### src/rtl/lane_collector_pkg.sv
// lane_collector shared types
// state encoding and timer width helper
package lane_collector_pkg;

  typedef enum logic [1:0] {
    ST_IDLE    = 2'd0,
    ST_COLLECT = 2'd1,
    ST_PRESENT = 2'd2
  } state_t;

  function automatic int cnt_w(input int t);
    if (t <= 2) return 1;
    return $clog2(t);
  endfunction

endpackage

### src/rtl/lane_collector_timer.sv
// lane_collector timeout counter
// counts collect cycles up to TIMEOUT-1
module lane_collector_timer
  import lane_collector_pkg::*;
#(
  parameter int TIMEOUT = 255
) (
  input  logic clk,
  input  logic rst_n,
  input  logic clear,
  input  logic enable,
  output logic expired
);

  localparam int CW = cnt_w(TIMEOUT);
  localparam logic [CW-1:0] LAST = CW'(TIMEOUT - 1);

  logic [CW-1:0] cnt;

  assign expired = (cnt == LAST);

  // count while enabled, hold at the last value
  always_ff @(posedge clk or negedge rst_n) begin
    if (!rst_n) begin
      cnt <= '0;
    end else if (clear) begin
      cnt <= '0;
    end else if (enable && !expired) begin
      cnt <= cnt + CW'(1);
    end
  end

endmodule

### src/rtl/lane_collector.sv
// lane_collector top
// gathers one bit per lane into a word
module lane_collector
  import lane_collector_pkg::*;
#(
  parameter int W       = 6,
  parameter int TIMEOUT = 255
) (
  input  logic         clk,
  input  logic         rst_n,
  input  logic [W-1:0] lane_vld,
  input  logic [W-1:0] lane_bit,
  input  logic         out_rdy,
  output logic         out_vld,
  output logic [W-1:0] out_data,
  output logic [W-1:0] out_missing,
  output logic         out_timeout,
  output logic         busy,
  output logic         err_dup
);

  state_t       state;
  state_t       state_nx;
  logic [W-1:0] seen;
  logic [W-1:0] data;
  logic [W-1:0] missing;
  logic         tmo;
  logic [W-1:0] cap;
  logic [W-1:0] seen_nx;
  logic         all_nx;
  logic         hs;
  logic         dup_hit;
  logic         tmo_hit;
  logic         expired;
  logic         t_clear;
  logic         t_en;

  assign cap     = lane_vld & ~seen & {W{state != ST_PRESENT}};
  assign seen_nx = seen | cap;
  assign all_nx  = &seen_nx;
  assign hs      = (state == ST_PRESENT) && out_rdy;
  assign dup_hit = (state == ST_PRESENT) ? |lane_vld
                                         : |(lane_vld & seen);

  assign t_clear = ((state != ST_COLLECT) &&
                    (state_nx == ST_COLLECT)) || hs;
  assign t_en    = (state == ST_COLLECT);

  assign out_vld     = (state == ST_PRESENT);
  assign busy        = (state != ST_IDLE);
  assign out_data    = data;
  assign out_missing = missing;
  assign out_timeout = tmo;

  lane_collector_timer #(
    .TIMEOUT (TIMEOUT)
  ) u_timer (
    .clk     (clk),
    .rst_n   (rst_n),
    .clear   (t_clear),
    .enable  (t_en),
    .expired (expired)
  );

  // next state; completion beats timeout
  always_comb begin
    state_nx = state;
    tmo_hit  = 1'b0;
    unique case (1'b1)
      (state == ST_IDLE): begin
        if (|cap) begin
          state_nx = all_nx ? ST_PRESENT : ST_COLLECT;
        end
      end
      (state == ST_COLLECT): begin
        if (all_nx) begin
          state_nx = ST_PRESENT;
        end else if (expired) begin
          state_nx = ST_PRESENT;
          tmo_hit  = 1'b1;
        end
      end
      (state == ST_PRESENT): begin
        if (out_rdy) state_nx = ST_IDLE;
      end
      default: state_nx = ST_IDLE;
    endcase
  end

  // state and sticky duplicate flag
  always_ff @(posedge clk or negedge rst_n) begin
    if (!rst_n) begin
      state   <= ST_IDLE;
      err_dup <= 1'b0;
    end else begin
      state <= state_nx;
      if (dup_hit) err_dup <= 1'b1;
    end
  end

  // word assembly, cleared on handshake
  always_ff @(posedge clk or negedge rst_n) begin
    if (!rst_n) begin
      seen    <= '0;
      data    <= '0;
      missing <= '0;
      tmo     <= 1'b0;
    end else if (hs) begin
      seen    <= '0;
      data    <= '0;
      missing <= '0;
      tmo     <= 1'b0;
    end else begin
      seen <= seen_nx;
      data <= data | (cap & lane_bit);
      if (tmo_hit) begin
        missing <= ~seen_nx;
        tmo     <= 1'b1;
      end
    end
  end

endmodule
### config.mk
export PLATFORM = sky130hd
export DESIGN_NAME = lane_collector
export DESIGN_NICKNAME = d
export VERILOG_FILES = /design/src/rtl/lane_collector_pkg.sv /design/src/rtl/lane_collector_timer.sv /design/src/rtl/lane_collector.sv
export SDC_FILE = /design/constraint.sdc
export NUM_CORES = 1
export LEC_CHECK = 0
export BUFFER_PORTS_ARGS = -buffer_cell sky130_fd_sc_hd__buf_2
export CORE_MARGIN = 4
export CORE_UTILIZATION = 58
export DETAILED_ROUTE_END_ITERATION = 10
export PLACE_DENSITY = 0.83
export SYNTH_ARGS = -nofsm -noshare
export SYNTH_HDL_FRONTEND = slang
export SYNTH_HIERARCHICAL = 1
export SYNTH_SLANG_ARGS = --single-unit
### constraint.sdc
create_clock -name clk -period 6.18 [get_ports clk]
set_clock_uncertainty 0.1 [all_clocks]
set_input_delay 0.618 -clock clk [delete_from_list [all_inputs] [get_ports clk]]
set_output_delay 0.618 -clock clk [all_outputs]
set_load 0.02 [all_outputs]
; Word level (Yosys, flattened, before mapping)
; Cells that the tools add are included.
[word_totals]
reg_bits = 30
out_inout_bits = 16
elab_cells = 53
[op_classes]
bitwise = 8
n_eq_ne = 6
muxes = 18
n_addsub = 1
n_reduce_logical = 13
[ops]
columns = cell, n
row1 = $and A6 B6 Y6, 4
row2 = $mux W6, 4
row3 = $reduce_or A6 Y1, 3
row4 = $mux W8, 2
row5 = $not A6 Y6, 2
row6 = $or A6 B6 Y6, 2
row7 = $mux W2, 5
row8 = $add A8 B1 Y8 const B, 1
row9 = $eq A8 B8 Y1 const B, 1
row10 = $mux W1, 6
row11 = $pmux W2 S3, 1
row12 = $reduce_and A6 Y1, 1
row13 = $reduce_bool A2 Y1, 3
row14 = $eq A2 B1 Y1 const B, 2
row15 = $logic_and A1 B1 Y1, 3
row16 = $eq A2 B2 Y1 const B, 1
row17 = $logic_not A2 Y1, 1
row18 = $ne A2 B1 Y1 const B, 1
row19 = $ne A2 B2 Y1 const B, 1
row20 = $logic_not A1 Y1, 1
row21 = $logic_or A1 B1 Y1, 1

; Longest topological paths before layout
[logic_depth]
ltp_word = 12
mapped_depth = 10
ltp_nobuf = 8

; Cells and area by module
; The synthesis kept the hierarchy.
[modules_own_cells]
columns = mod, seq_area_each_um2, cells_per_inst, instances, area_per_inst_um2
row1 = lane_collector, 550.5, 110, 1, 1036.0
row2 = lane_collector_timer, 200.2, 54, 1, 519.2

; Worst setup path before layout
; OpenSTA, ideal clock, no wires.
[synth_timing]
path_type = register to register
from = register state[0]
to = register u_timer.cnt[4]
path_stages_with_launch = 11
setup_slack_ps = 3862
path_buffers = 3
required_ps = 5955
period_less_slack_ps = 2318
arrival_time_ps = 2093
cell_sequence = dfrtp_1 -> nand2b_4 -> buf_6 -> a21oi_1 -> or2_1 -> buf_2 -> o211ai_1 -> a21oi_1 -> clkbuf_1 -> nor2b_1 -> mux2_4
[synth_via]
elab_chain_cells = 11
elab_cells_between_ends = 22
[synth_rtl]
columns = element, line_no
row1 = start: declaration, lane_collector.sv:22  ; state_t state;
row2 = start signal: assignment, lane_collector.sv:96  ; state <= state_nx;
row3 = $ne A2 B2 Y1, lane_collector.sv:38  ; assign cap = lane_vld & ~seen & {W{state != ST_PRESENT}};
row4 = $and A6 B6 Y6, lane_collector.sv:38
row5 = $or A6 B6 Y6, lane_collector.sv:39  ; assign seen_nx = seen | cap;
row6 = $reduce_and A6 Y1, lane_collector.sv:40  ; assign all_nx = &seen_nx;
row7 = $mux W2, lane_collector.sv:72  ; state_nx = all_nx ? ST_PRESENT : ST_COLLECT;
row8 = $mux W2, lane_collector.sv:71  ; if (|cap) begin
row9 = $pmux W2 S3, lane_collector.sv:69  ; unique case (1'b1)
row10 = $eq A2 B1 Y1, lane_collector.sv:46  ; (state_nx == ST_COLLECT)) || hs;
row11 = $logic_and A1 B1 Y1, lane_collector.sv:45  ; assign t_clear = ((state != ST_COLLECT) &&
row12 = $logic_or A1 B1 Y1 (*), lane_collector.sv:46
row13 = named net t_clear, lane_collector.sv:35  ; logic t_clear;
row14 = $mux W8 or $reduce_bool A2 Y1 (tied branches), n/a
row15 = end signal: assignment, lane_collector_timer.sv:29  ; cnt <= cnt + CW'(1);
row16 = end: declaration, lane_collector_timer.sv:18  ; logic [CW-1:0] cnt;
; The timed path passes the listed nets; every way through them passes the cells marked *.
; A chain may end at the register's enable or synchronous reset.

; Worst setup path after layout
[layout_timing]
from = register state[0]
to = register u_timer.cnt[2]
; The elaborated chain is that of the path after synthesis.

==> flow_metrics.tcl <==
set metrics [dict create \
    status "complete, no violations" \
    post_cts_buffers 0 \
    cts_made_buffers 5 \
    synth_area_leader_cell "dfrtp_1" \
    grt_max_degree 31 \
    worstSetupStartpointType "register" \
    setup_viol 0 \
    cts_buffer_depth 2 \
    hold_buffers 0 \
    min_path_type "input pin to async pin" \
    area_delta_synth_final_pct 13.6 \
    ir_drop_uv 286 \
    hpwlAfterDp_mm 2.48 \
    slew_violations 0 \
    critPathMaxFanout 13 \
    cp-end-kind "register" \
    clk_latency_ns 0.33 \
    netlist_top_cells_area "dfrtp_1, nor2_1, nand2_1" \
    vias_per_cell 6.05 \
    gp_congestion 0.870 \
    fin_setup_tns_ns 0 \
    std_cell_rows 18 \
    antenna_found_initial 0 \
    diodes 0 \
    cts.clk_slew.worst_paths_ns 0.09 \
    grt_pass1_wl_mm 5.67 \
    p_leak_nw 0.842 \
    dieHeight_um 59.8 \
    ant_nets 0 \
    final_util 0.700 \
    post-route-min-period_ns 2.70 \
    nets 212 \
    avgSynthCellArea_um2 9.48 \
    max-cap-violations 0 \
    critical_path_class "register to register" \
    yosys_warnings 6 \
    cp.arrival_ns 2.81 \
    drive_above_1_share 0.250 \
    finalCritPeriodShare 0.437 \
    cts.sinks 30 \
    synth-seq-cells 30 \
    io_buffer_count 30 \
    vias 1368 \
    coreArea_um2 2520 \
    synth_area_um2 1560 \
    globalRouteOverflowTotal 0 \
    netlist.area_leader.share 0.483 \
    critical_path_required_ns 6.29 \
    finalWirelength_mm 3.41 \
    fillers 211 \
    io_pins 31 \
    finalHoldViolations 0 \
    max_freq_mhz 370 \
    ys_types 43 \
    cts-root-buf "clkbuf_4" \
    dr.first_iter.drc_count 80 \
    cts_resized 0 \
    ctsHtreeMaxLevel 2 \
    wl_per_cell_um 15.1 \
    ys_seq_area_frac 0.483 \
    synthCells 164 \
    grt_pass1_vias 1243 \
    syn-num-nets 181 \
    dr.pass1.iters 4 \
    worstMarginPinSlew_ns 0.830 \
    drcViolationCount 0 \
    cts_tree "done" \
    dieArea_um2 3570 \
    start_util 0.617 \
    die_w_um 59.8 \
    rsz0062_at_grt "false" \
    power-per-cell-area_nw_per_um2 411 \
    max_slew_margin 0.446 \
    track_usage 0.219 \
]
final cells by class:
class	count	area, um^2	share of cell area
clock buffer	7	55.1	0.0312
clock inverter	1	5.00	0.00283
inverter	7	26.3	0.0149
multi-input combinational	121	742	0.420
sequential	30	751	0.425
tap	30	37.5	0.0212
timing repair buffer	30	150	0.0850
worst max-delay path, cell delays in order (launching register included):
cell and delay, ns:
dfrtp_1 0.44, nand2b_4 0.24, a21oi_1 0.35, or4_1 0.28, o211ai_1 0.10, a21oi_1 0.65, nor2b_1 0.12, mux2_4 0.29
power by group:
group / internal, mW / switching [mW]
Sequential: 0.249 / 0.0488
Combinational: 0.112 / 0.197
Clock: 0.0550 / 0.0637
stage by stage:
step                std cells  worst slack (ns)  total power [mW]  hold WS [ns]  cell area (um^2)
finish                    226              3.48             0.725         0.199              1770
global placement          218              3.62             0.593         0.360              1710
global route              226              3.26             0.786         0.249              1770
CTS                       226              3.51             0.729         0.223              1770
floorplan                 164              3.86             0.536         0.222              1560
detailed placement        218              3.50             0.606         0.368              1710
sequential cells by signal, indices dropped and copies added (netlist names):
name	cells
seen	6
out_timeout	1
u_timer/cnt	8
err_dup	1
state	2
out_missing	6
out_data	6
cells in the mapped netlist, drive strengths merged:
cell / n
nor4: 1
nand3: 3
a21oi: 15
clkbuf: 2
nor2b: 9
mux2: 4
or4: 2
a2111oi: 1
and4: 1
buf: 4
o31ai: 1
dfrtp: 30
a31oi: 5
inv: 7
a211oi: 2
o22ai: 1
a21o: 1
nand4: 3
nand2b: 1
o211ai: 6
and2: 1
a32o: 1
a221oi: 1
ha: 2
o221ai: 1
a22oi: 2
o21ai: 9
o211a: 1
nand2: 19
o2111ai: 1
a21boi: 1
or3: 1
or2: 2
and3: 2
nor3b: 1
nor2: 20
layer usage:
layer	global-route usage	vias to the layer above	share of wire
li1	-	657	-
met1	0.283	655	0.45
met2	0.347	49	0.47
met3	0.0734	7	0.075
met4	0.0665	0	0.013
met5	0	-	0
layout by cell type (no fill, tap or decap), types with 5 or more instances in the layout:
| cell type | netlist | layout |
|---|---|---|
| a21oi_1 | 10 | 10 |
| clkbuf_4 | 0 | 5 |
| dfrtp_1 | 30 | 30 |
| nor2b_1 | 9 | 9 |
| o21ai_1 | 7 | 7 |
| nor2_1 | 20 | 20 |
| a31oi_1 | 5 | 5 |
| buf_2 | 2 | 30 |
| a21oi_2 | 5 | 5 |
| inv_1 | 7 | 7 |
| o211ai_1 | 6 | 6 |
| nand2_1 | 19 | 19 |
kinds of logic after synthesis:
| kind of cell | after synthesis | synth area share |
|---|---|---|
| mux | 4 | 0.0362 |
| buf+inv | 13 | 0.0402 |
| simple gates | 66 | 0.213 |
| compound gates | 49 | 0.212 |
| flops | 30 | 0.483 |
| fa+ha+maj | 2 | 0.0161 |
final timing paths:
| check | start | to | slack [ns] | cells past startpoint |
|---|---|---|---|---|
| setup / recovery | state[0]$_DFF_PN0_ | u_timer/cnt[2]$_DFFE_PN0P_ | 3.48 | 7 |
| hold / removal | rst_n | err_dup$_DFFE_PN0P_ | 0.20 | 1 |
| setup reg to reg | state[0]$_DFF_PN0_ | u_timer/cnt[2]$_DFFE_PN0P_ | 3.48 | 7 |
| hold reg to reg | out_timeout$_DFFE_PN0P_ | out_timeout$_DFFE_PN0P_ | 0.39 | 1 |
| max in group asynchronous | rst_n | u_timer/cnt[2]$_DFFE_PN0P_ | 5.35 | 1 |
| min in group clk | out_timeout$_DFFE_PN0P_ | out_timeout$_DFFE_PN0P_ | 0.39 | 1 |
Note: power is estimated with default switching activity, not from simulation.
